<file path="src/rtl/regfile_defs.sv">
// regfile_defs
// Shared constants for the regfile_nport slice: default geometry, the
// bytes-per-word helper and the value every entry takes on reset.
// Optional feature macro used by this slice: REGFILE_NPORT_BYPASS_EN.
package regfile_defs;

    localparam int DEF_WIDTH     = 32;
    localparam int DEF_ADDR_BITS = 5;
    localparam int DEF_NREAD     = 2;
    localparam int DEF_ZERO_REG  = 1;

    localparam int BYTES = DEF_WIDTH / 8;

    // Every storage bit clears to this value on reset.
    localparam logic RESET_BIT = 1'b0;

    function automatic int bytes_of(input int width);
        return width / 8;
    endfunction

endpackage

</file>
<file path="src/rtl/regfile_readport.sv">
// regfile_readport
// One combinational read port of regfile_nport: selects an entry from the
// storage array, optionally merges an in-flight write (REGFILE_NPORT_BYPASS_EN)
// and forces entry 0 to read zero when ZERO_REG is set.
// Ports:
//   raddr_i    read address
//   mem_i      whole storage array
//   fwd_en_i   write in progress this cycle (bypass build only)
//   waddr_i    write address            (bypass build only)
//   wdata_i    write data               (bypass build only)
//   wbyteen_i  write byte mask          (bypass build only)
//   rdata_o    read data
module regfile_readport
    import regfile_defs::*;
#(
    parameter int WIDTH     = DEF_WIDTH,
    parameter int ADDR_BITS = DEF_ADDR_BITS,
    parameter int ZERO_REG  = DEF_ZERO_REG
) (
    input  logic [ADDR_BITS-1:0] raddr_i,
    input  logic [WIDTH-1:0]     mem_i [2**ADDR_BITS],
`ifdef REGFILE_NPORT_BYPASS_EN
    input  logic                 fwd_en_i,
    input  logic [ADDR_BITS-1:0] waddr_i,
    input  logic [WIDTH-1:0]     wdata_i,
    input  logic [WIDTH/8-1:0]   wbyteen_i,
`endif
    output logic [WIDTH-1:0]     rdata_o
);

    localparam int NBYTES = bytes_of(WIDTH);

    logic [WIDTH-1:0] rd;

    always_comb begin
        rd = mem_i[raddr_i];
`ifdef REGFILE_NPORT_BYPASS_EN
        // Write-first: bytes being written this cycle replace the stored ones.
        if (fwd_en_i && (raddr_i == waddr_i)) begin
            for (int b = 0; b < NBYTES; b++) begin
                if (wbyteen_i[b]) begin
                    rd[b*8 +: 8] = wdata_i[b*8 +: 8];
                end
            end
        end
`endif
        // Last so that a bypassed write to entry 0 can never leak through.
        if ((ZERO_REG != 0) && (raddr_i == '0)) begin
            rd = '0;
        end
        rdata_o = rd;
    end

endmodule

</file>
<file path="src/rtl/regfile_nport.sv">
// regfile_nport
// 2^ADDR_BITS x WIDTH register file with NREAD combinational read ports,
// one byte-masked clocked write port and an optional hardwired-zero entry 0.
// Compile-time option: REGFILE_NPORT_BYPASS_EN enables write-to-read
// forwarding (write-first); without it reads return the stored value.
// Ports:
//   clk_i      clock, rising edge
//   rst_i      asynchronous active-high reset, clears all entries
//   wrenable_i write strobe
//   waddr_i    write address
//   wdata_i    write data
//   wbyteen_i  per-byte write mask, bit i covers wdata_i[8i+7:8i]
//   raddr_i    packed read addresses, port k at [k*ADDR_BITS +: ADDR_BITS]
//   rdata_o    packed read data, port k at [k*WIDTH +: WIDTH]
module regfile_nport
    import regfile_defs::*;
#(
    parameter int WIDTH     = DEF_WIDTH,
    parameter int ADDR_BITS = DEF_ADDR_BITS,
    parameter int NREAD     = DEF_NREAD,
    parameter int ZERO_REG  = DEF_ZERO_REG
) (
    input  logic                       clk_i,
    input  logic                       rst_i,
    input  logic                       wrenable_i,
    input  logic [ADDR_BITS-1:0]       waddr_i,
    input  logic [WIDTH-1:0]           wdata_i,
    input  logic [WIDTH/8-1:0]         wbyteen_i,
    input  logic [NREAD*ADDR_BITS-1:0] raddr_i,
    output logic [NREAD*WIDTH-1:0]     rdata_o
);

    localparam int DEPTH  = 2**ADDR_BITS;
    localparam int NBYTES = bytes_of(WIDTH);

    logic [WIDTH-1:0] mem_q [DEPTH];
    logic [WIDTH-1:0] mem_d [DEPTH];
    logic             wr_ok;

    // Writes to entry 0 are discarded outright when it is hardwired to zero,
    // so its flops never leave the reset value.
    assign wr_ok = wrenable_i && !((ZERO_REG != 0) && (waddr_i == '0));

    always_comb begin
        mem_d = mem_q;
        if (wr_ok) begin
            for (int b = 0; b < NBYTES; b++) begin
                if (wbyteen_i[b]) begin
                    mem_d[waddr_i][b*8 +: 8] = wdata_i[b*8 +: 8];
                end
            end
        end
    end

    // Reset has priority, so a write on an edge that coincides with reset is lost.
    always_ff @(posedge clk_i or posedge rst_i) begin
        if (rst_i) begin
            for (int e = 0; e < DEPTH; e++) begin
                mem_q[e] <= {WIDTH{RESET_BIT}};
            end
        end else begin
            mem_q <= mem_d;
        end
    end

`ifdef REGFILE_NPORT_BYPASS_EN
    logic fwd_en;
    assign fwd_en = wr_ok && !rst_i;
`endif

    for (genvar k = 0; k < NREAD; k++) begin : g_rd
        regfile_readport #(
            .WIDTH     (WIDTH),
            .ADDR_BITS (ADDR_BITS),
            .ZERO_REG  (ZERO_REG)
        ) u_readport (
            .raddr_i   (raddr_i[k*ADDR_BITS +: ADDR_BITS]),
            .mem_i     (mem_q),
`ifdef REGFILE_NPORT_BYPASS_EN
            .fwd_en_i  (fwd_en),
            .waddr_i   (waddr_i),
            .wdata_i   (wdata_i),
            .wbyteen_i (wbyteen_i),
`endif
            .rdata_o   (rdata_o[k*WIDTH +: WIDTH])
        );
    end

endmodule

</file>
<file path="config.mk">
export PLATFORM = sky130hd
export DESIGN_NAME = regfile_nport
export DESIGN_NICKNAME = d
export VERILOG_FILES = /design/src/rtl/regfile_defs.sv /design/src/rtl/regfile_readport.sv /design/src/rtl/regfile_nport.sv
export SDC_FILE = /design/constraint.sdc
export NUM_CORES = 2
export LEC_CHECK = 0
export ABC_AREA = 1
export BUFFER_PORTS_ARGS = -buffer_cell sky130_fd_sc_hd__buf_2
export CORE_UTILIZATION = 54
export CTS_BUF_LIST = sky130_fd_sc_hd__clkbuf_4 sky130_fd_sc_hd__clkbuf_8 sky130_fd_sc_hd__clkbuf_16
export CTS_CLUSTER_SIZE = 25
export DETAILED_ROUTE_END_ITERATION = 10
export GPL_ROUTABILITY_DRIVEN = 0
export PLACE_DENSITY = 0.73
export SYNTH_ARGS = -nofsm -noshare
export SYNTH_HDL_FRONTEND = slang
export SYNTH_HIERARCHICAL = 1
export SYNTH_SLANG_ARGS = --single-unit
</file>
<file path="constraint.sdc">
create_clock -name clk_i -period 31.2 [get_ports clk_i]
set_input_delay 0 -clock clk_i [delete_from_list [all_inputs] [get_ports clk_i]]
set_output_delay 0 -clock clk_i [all_outputs]
set_load 0.05 [all_outputs]
</file>
# == After elaboration in Yosys (flattened, before gate mapping) ==
# Cells that the tools add are included.
# totals
ff_bits,1024
input_bits,54
out_inout_bits,64
wordCells,72
# classes
order_cmp,4
n_mux,27
bitwise_logic,3
n_reduce_logical,6
# op_table
cell,count
$mux 1024,7
$bwmux 1024,4
$demux 32 s5,4
$bmux 32 s5,2
$mux 32,7
$mux 24,1
$ge 6x6->1 const B,3
$not 5->6,3
$mux 16,1
$logic_not 5->1,3
$mux 8,1
$lt 6x1->1 const B,1
$logic_and 1x1->1,2
$logic_not 1->1,1

# == Depth between registers and ports, before layout ==
# depth
depth_word,16
mapped_depth,12
mapped_depth_nobuf,9

# == By module ==
# Netlist, hierarchy kept.
# modules_own_cells
module,n_inst,cells_per_inst,area_per_inst_um2,seq_area_each_um2
regfile_nport,1,4584,40411.3,25624.6
regfile_readport,2,2464,10737.8,0.0

# == Worst setup path after synthesis ==
# No wires, ideal clock.
# synth_timing
path_kind,input -> output
from,input port raddr_i[0]
to,output port rdata_o[0]
arrival_ns,1.527
required_time_ns,31.200
setup_slack_ns,29.673
cell_stages,12
path_buffers,3
path_cell_list,buf_6 > inv_8 > buf_6 > buf_4 > nand2_1 > nand3_1 > nand3_1 > nand2_1 > nand2_1 > nand2_1 > nor2_1 > nor2_1
# synth_via
elab_chain_len,5
elab_cells_between_ends,6
classes_between,mux (4); bitwise (1); reduce/logical (1)
# synth_rtl
item,line_no,source
start: declaration,regfile_nport.sv:29,"input logic [NREAD*ADDR_BITS-1:0] raddr_i,"
$not 5->6 (not written as such),regfile_readport.sv:36,rd = mem_i[raddr_i];
$bmux 32 s5,regfile_readport.sv:36,
$mux 32 (not written as such) (2 in a row),regfile_readport.sv:36,
$mux 32 (*),regfile_readport.sv:48,if ((ZERO_REG != 0) && (raddr_i == '0)) begin
end: declaration,regfile_nport.sv:30,output logic [NREAD*WIDTH-1:0] rdata_o
# Mark *: on every way between the ends. The rest lies on a longest branch, timed or not. The select of a mux whose other input is x is not followed.

# == Worst setup path in the final report ==
# layout_timing
from,input port raddr_i[5]
to,output port rdata_o[39]
# The elaborated chain is that of the path after synthesis.

==> summary by stage <==
Outcome
The run finished, with violations left. The checks that failed: max-capacitance violations, max-slew violations.

Place
The final HPWL from detailed placement is 149 mm. During placement, the flow inserted port buffers numbering 117.

Global route
The initial antenna violation count is 13. The total overflow left after global routing is 0. The number of global-route vias before repair is 61729.

Entering global routing, the biggest net connects 202 pins. Across every metal layer, demand over resource in global routing totals 42.5%. The first global-routing pass estimated 380 mm of wire.

Synth
The number of standard cells after synthesis is 9512. The Yosys step of the flow raised 6 warnings. The netlist uses 24 different library cells. In the post-synthesis netlist, the biggest area contributors are dfrtp_1 (41%), nand2_1 (32%), nand3_1 (12%). The cell type contributing the most total cell area after synthesis is dfrtp_1. The share of async-settable or async-resettable flops after synthesis is 100%. In the synthesized netlist, the cells that appear most often are nand2_1 (5320), nand3_1 (1503), dfrtp_1 (1024), nor2_1 (492), clkbuf_1 (226). In this run the biggest area consumer among cell types represents 41.4% of the synthesized area. The synthesized design contains 0 enable-type register cells. Counting flops and latches in the post-synthesis netlist gives 1024.

Among all cell types in the netlist, the one instantiated most often is nand2_1. For this run, the leading register cell type out of synthesis is dfrtp_1. The mapped netlist covers 61900 um2. The portion of the post-synthesis area used by sequential elements is 41.4%. A synthesized cell averages 6.51 um2. When the netlist entered floorplanning its net count stood at 9566.

Timing
The slew of the pin with the lowest slew margin is 1.51 ns. Headroom to the max-slew limit came out at -0.820%. The highest clock frequency the design can meet is 226 MHz. Of the available clock period, the critical path in the final layout requires 14.2%. The final count of pins violating max slew is 4. Setup repair after global routing left no endpoint under its margin. The setup clock skew after layout is 0 ns.

For the final routed database, the setup TNS stands at 0 ns. The number of hold violations in the final report came to 0. Subtracting the final worst setup slack from the clock period gives 4.42 ns. Setup violations remaining at the end of the flow were counted as 0.

Detailed routing
In the final routed layout, each cell accounts on average for 23.4 um. The first-pass iteration count of the detailed router is 10. The count of vias placed by the detailed router is 67522. Using the TritonRoute via totals, the vias-per-cell ratio works out to 6.24.

The routed design uses 40.7 mm of met3 wire. The wire length on met1 is 91.3 mm. The DRC marker count from the first detailed-route iteration is 11514. Once detail routing completed, the nets flagged for antenna violations numbered 0. The number of remaining DRC errors is 0. The final routed wirelength across all metal layers is 253 mm. Signal routing reaches up to met5. The met2 layer wire length in the routed design is 104 mm.

Final layout
The signed area change from the synthesized netlist to the final layout is 6.45%. The final net count is 9262. The register with the most flip-flops in the final layout is mem_q. In the final layout, the share of cells above drive strength 1 is 6.02%. In the final layout, the registers with the most flip-flops are mem_q: 1024 flops.

The number of flip-flops in the largest register is 1024.

CTS
Buffers added to address setup during post-CTS repair amount to 0. The clock-pin slew on the worst setup and hold paths is 0.07 ns. The maximum level of the CTS H-tree is 3. The clock insertion delay at the later pin of the skew report is 0.75 ns. The clock passes through at most 3 buffers.

The TritonCTS clock tree is done. The root buffer cell chosen for the clock tree is clkbuf_16. The TritonCTS buffer count is 111. The clock drives 1024 sinks.

Pwr
Dividing total power by cell area gives a power density of 56.9 nW/um2. For this design the static power due to leakage is 33.6 nW. The final total power is 3.75 mW. The worst-case IR drop observed on VDD is 57.6 uV.

Hold path
In this run the worst hold path is classified as input port to flip-flop.

Floorplanning
The die extent in x is 341 um. For this configuration, the core starts out at a cell density of 54.7%. The floorplan step defined a core boundary enclosing 113000 um2. The die covers 116000 um2. 118 I/O pins were placed. Row generation in the floorplan step produced 123 rows. The die boundary height is 341 um.

Critical path
The largest fanout on the critical path is 182. STA classifies the critical path endpoint as a primary output. The nature of the critical path startpoint is an input port. The startpoint-to-endpoint class of the critical path is input port to primary output.

The data required time at the worst endpoint is 31.20 ns. The arrival time reported for the critical path endpoint is 4.42 ns.

Run
The max capacitance violation total is 1.
==> routing by layer <==
metal / track usage, % / vias to the layer above
met5: 1.02 / -
met4: 24.0 / 16
met3: 15.2 / 1110
met2: 60.5 / 5441
met1: 55.8 / 31466
li1: - / 29489
==> where the power goes <==
part	switching [mW]	internal (mW)
logic	0.489	0.205
clock network	0.594	0.819
registers	0.149	1.49
total	1.23	2.52
==> worst max-delay path: stages <==
cell       delay (ns)
buf_8            0.33
clkinv_16        0.49
buf_4            0.73
buf_4            0.79
nand2_1          0.11
nand3_1          0.11
nand2_1          0.07
nand2_1          0.05
nand2_1          0.05
nor2_1           0.12
nor2_1           0.09
nor2_1           0.65
buf_2            0.40
==> per-stage QoR <==
stage	instance area [um2]	hold slack (ns)	util, %	worst slack, ns	instances
after floorplan	61900	0.110	-	2.38	9512
after global placement	61600	0.223	54.4	27.24	10554
after detailed placement	61600	0.218	54.4	27.23	10554
after CTS	65800	0.0304	58.2	27.22	10805
after global routing	65900	0.0676	58.2	26.84	10809
final	65900	0.0591	58.2	26.78	10816
==> area by class of cell <==
class	instances	area [um2]
Fill cell	10702	47200
Clock buffer	166	3440
Inverter	41	241
Sequential cell	1024	25600
Multi-Input combinational cell	7801	32600
Tap cell	1500	1880
Timing Repair Buffer	229	1660
Clock inverter	44	428
Antenna cell	11	27.5
==> what timing repair did <==
item                                    CTS  global route
endpoints found under the hold margin  1085             0
gates resized for setup                   0             0
hold buffers                             41             0
==> final timing paths <==
path | startpoint | end | slack [ns] | cells after the start
max | raddr_i[5] | rdata_o[39] | 26.78 | 13
min | waddr_i[1] | mem_q[542] | 0.06 | 6
max reg2reg | mem_q[371] | mem_q[371] | 30.41 | 2
min reg2reg | mem_q[995] | mem_q[995] | 0.40 | 0
max in group asynchronous | rst_i | mem_q[570] | 27.22 | 7
min in group asynchronous | rst_i | mem_q[918] | 0.54 | 4
==> logic make-up (layout without fill, tap and decap cells) <==
| family | count (synthesis) | after routing | share of synthesized area, % |
|---|---|---|---|
| other cells | 0 | 11 | 0 |
| buf+inv | 687 | 480 | 6.03 |
| simple gates | 7553 | 7553 | 50.6 |
| flops | 1024 | 1024 | 41.4 |
| compound gates | 248 | 248 | 2.01 |
==> placed cells by master (no fill, tap or decap), types with 4 or more instances in the layout <==
master         count
nor2_1           492
nand3_2           16
inv_6              4
clkinv_2          29
nand2_1         5320
clkbuf_4          20
nand2_2            8
a21oi_1            4
o21ai_1           58
buf_8              4
nand3_1         1500
nor2_4            72
inv_2             14
diode_2           11
buf_4             67
dlygate4sd3_1     41
nor2_2            32
clkinvlp_4         4
nor3_2             6
bufinv_16          7
nand4_1           99
buf_12             7
clkbuf_16        114
o21ai_0          186
clkbuf_8          32
buf_2            110
inv_1             19
dfrtp_1         1024
(Power assumes the default switching activity.)
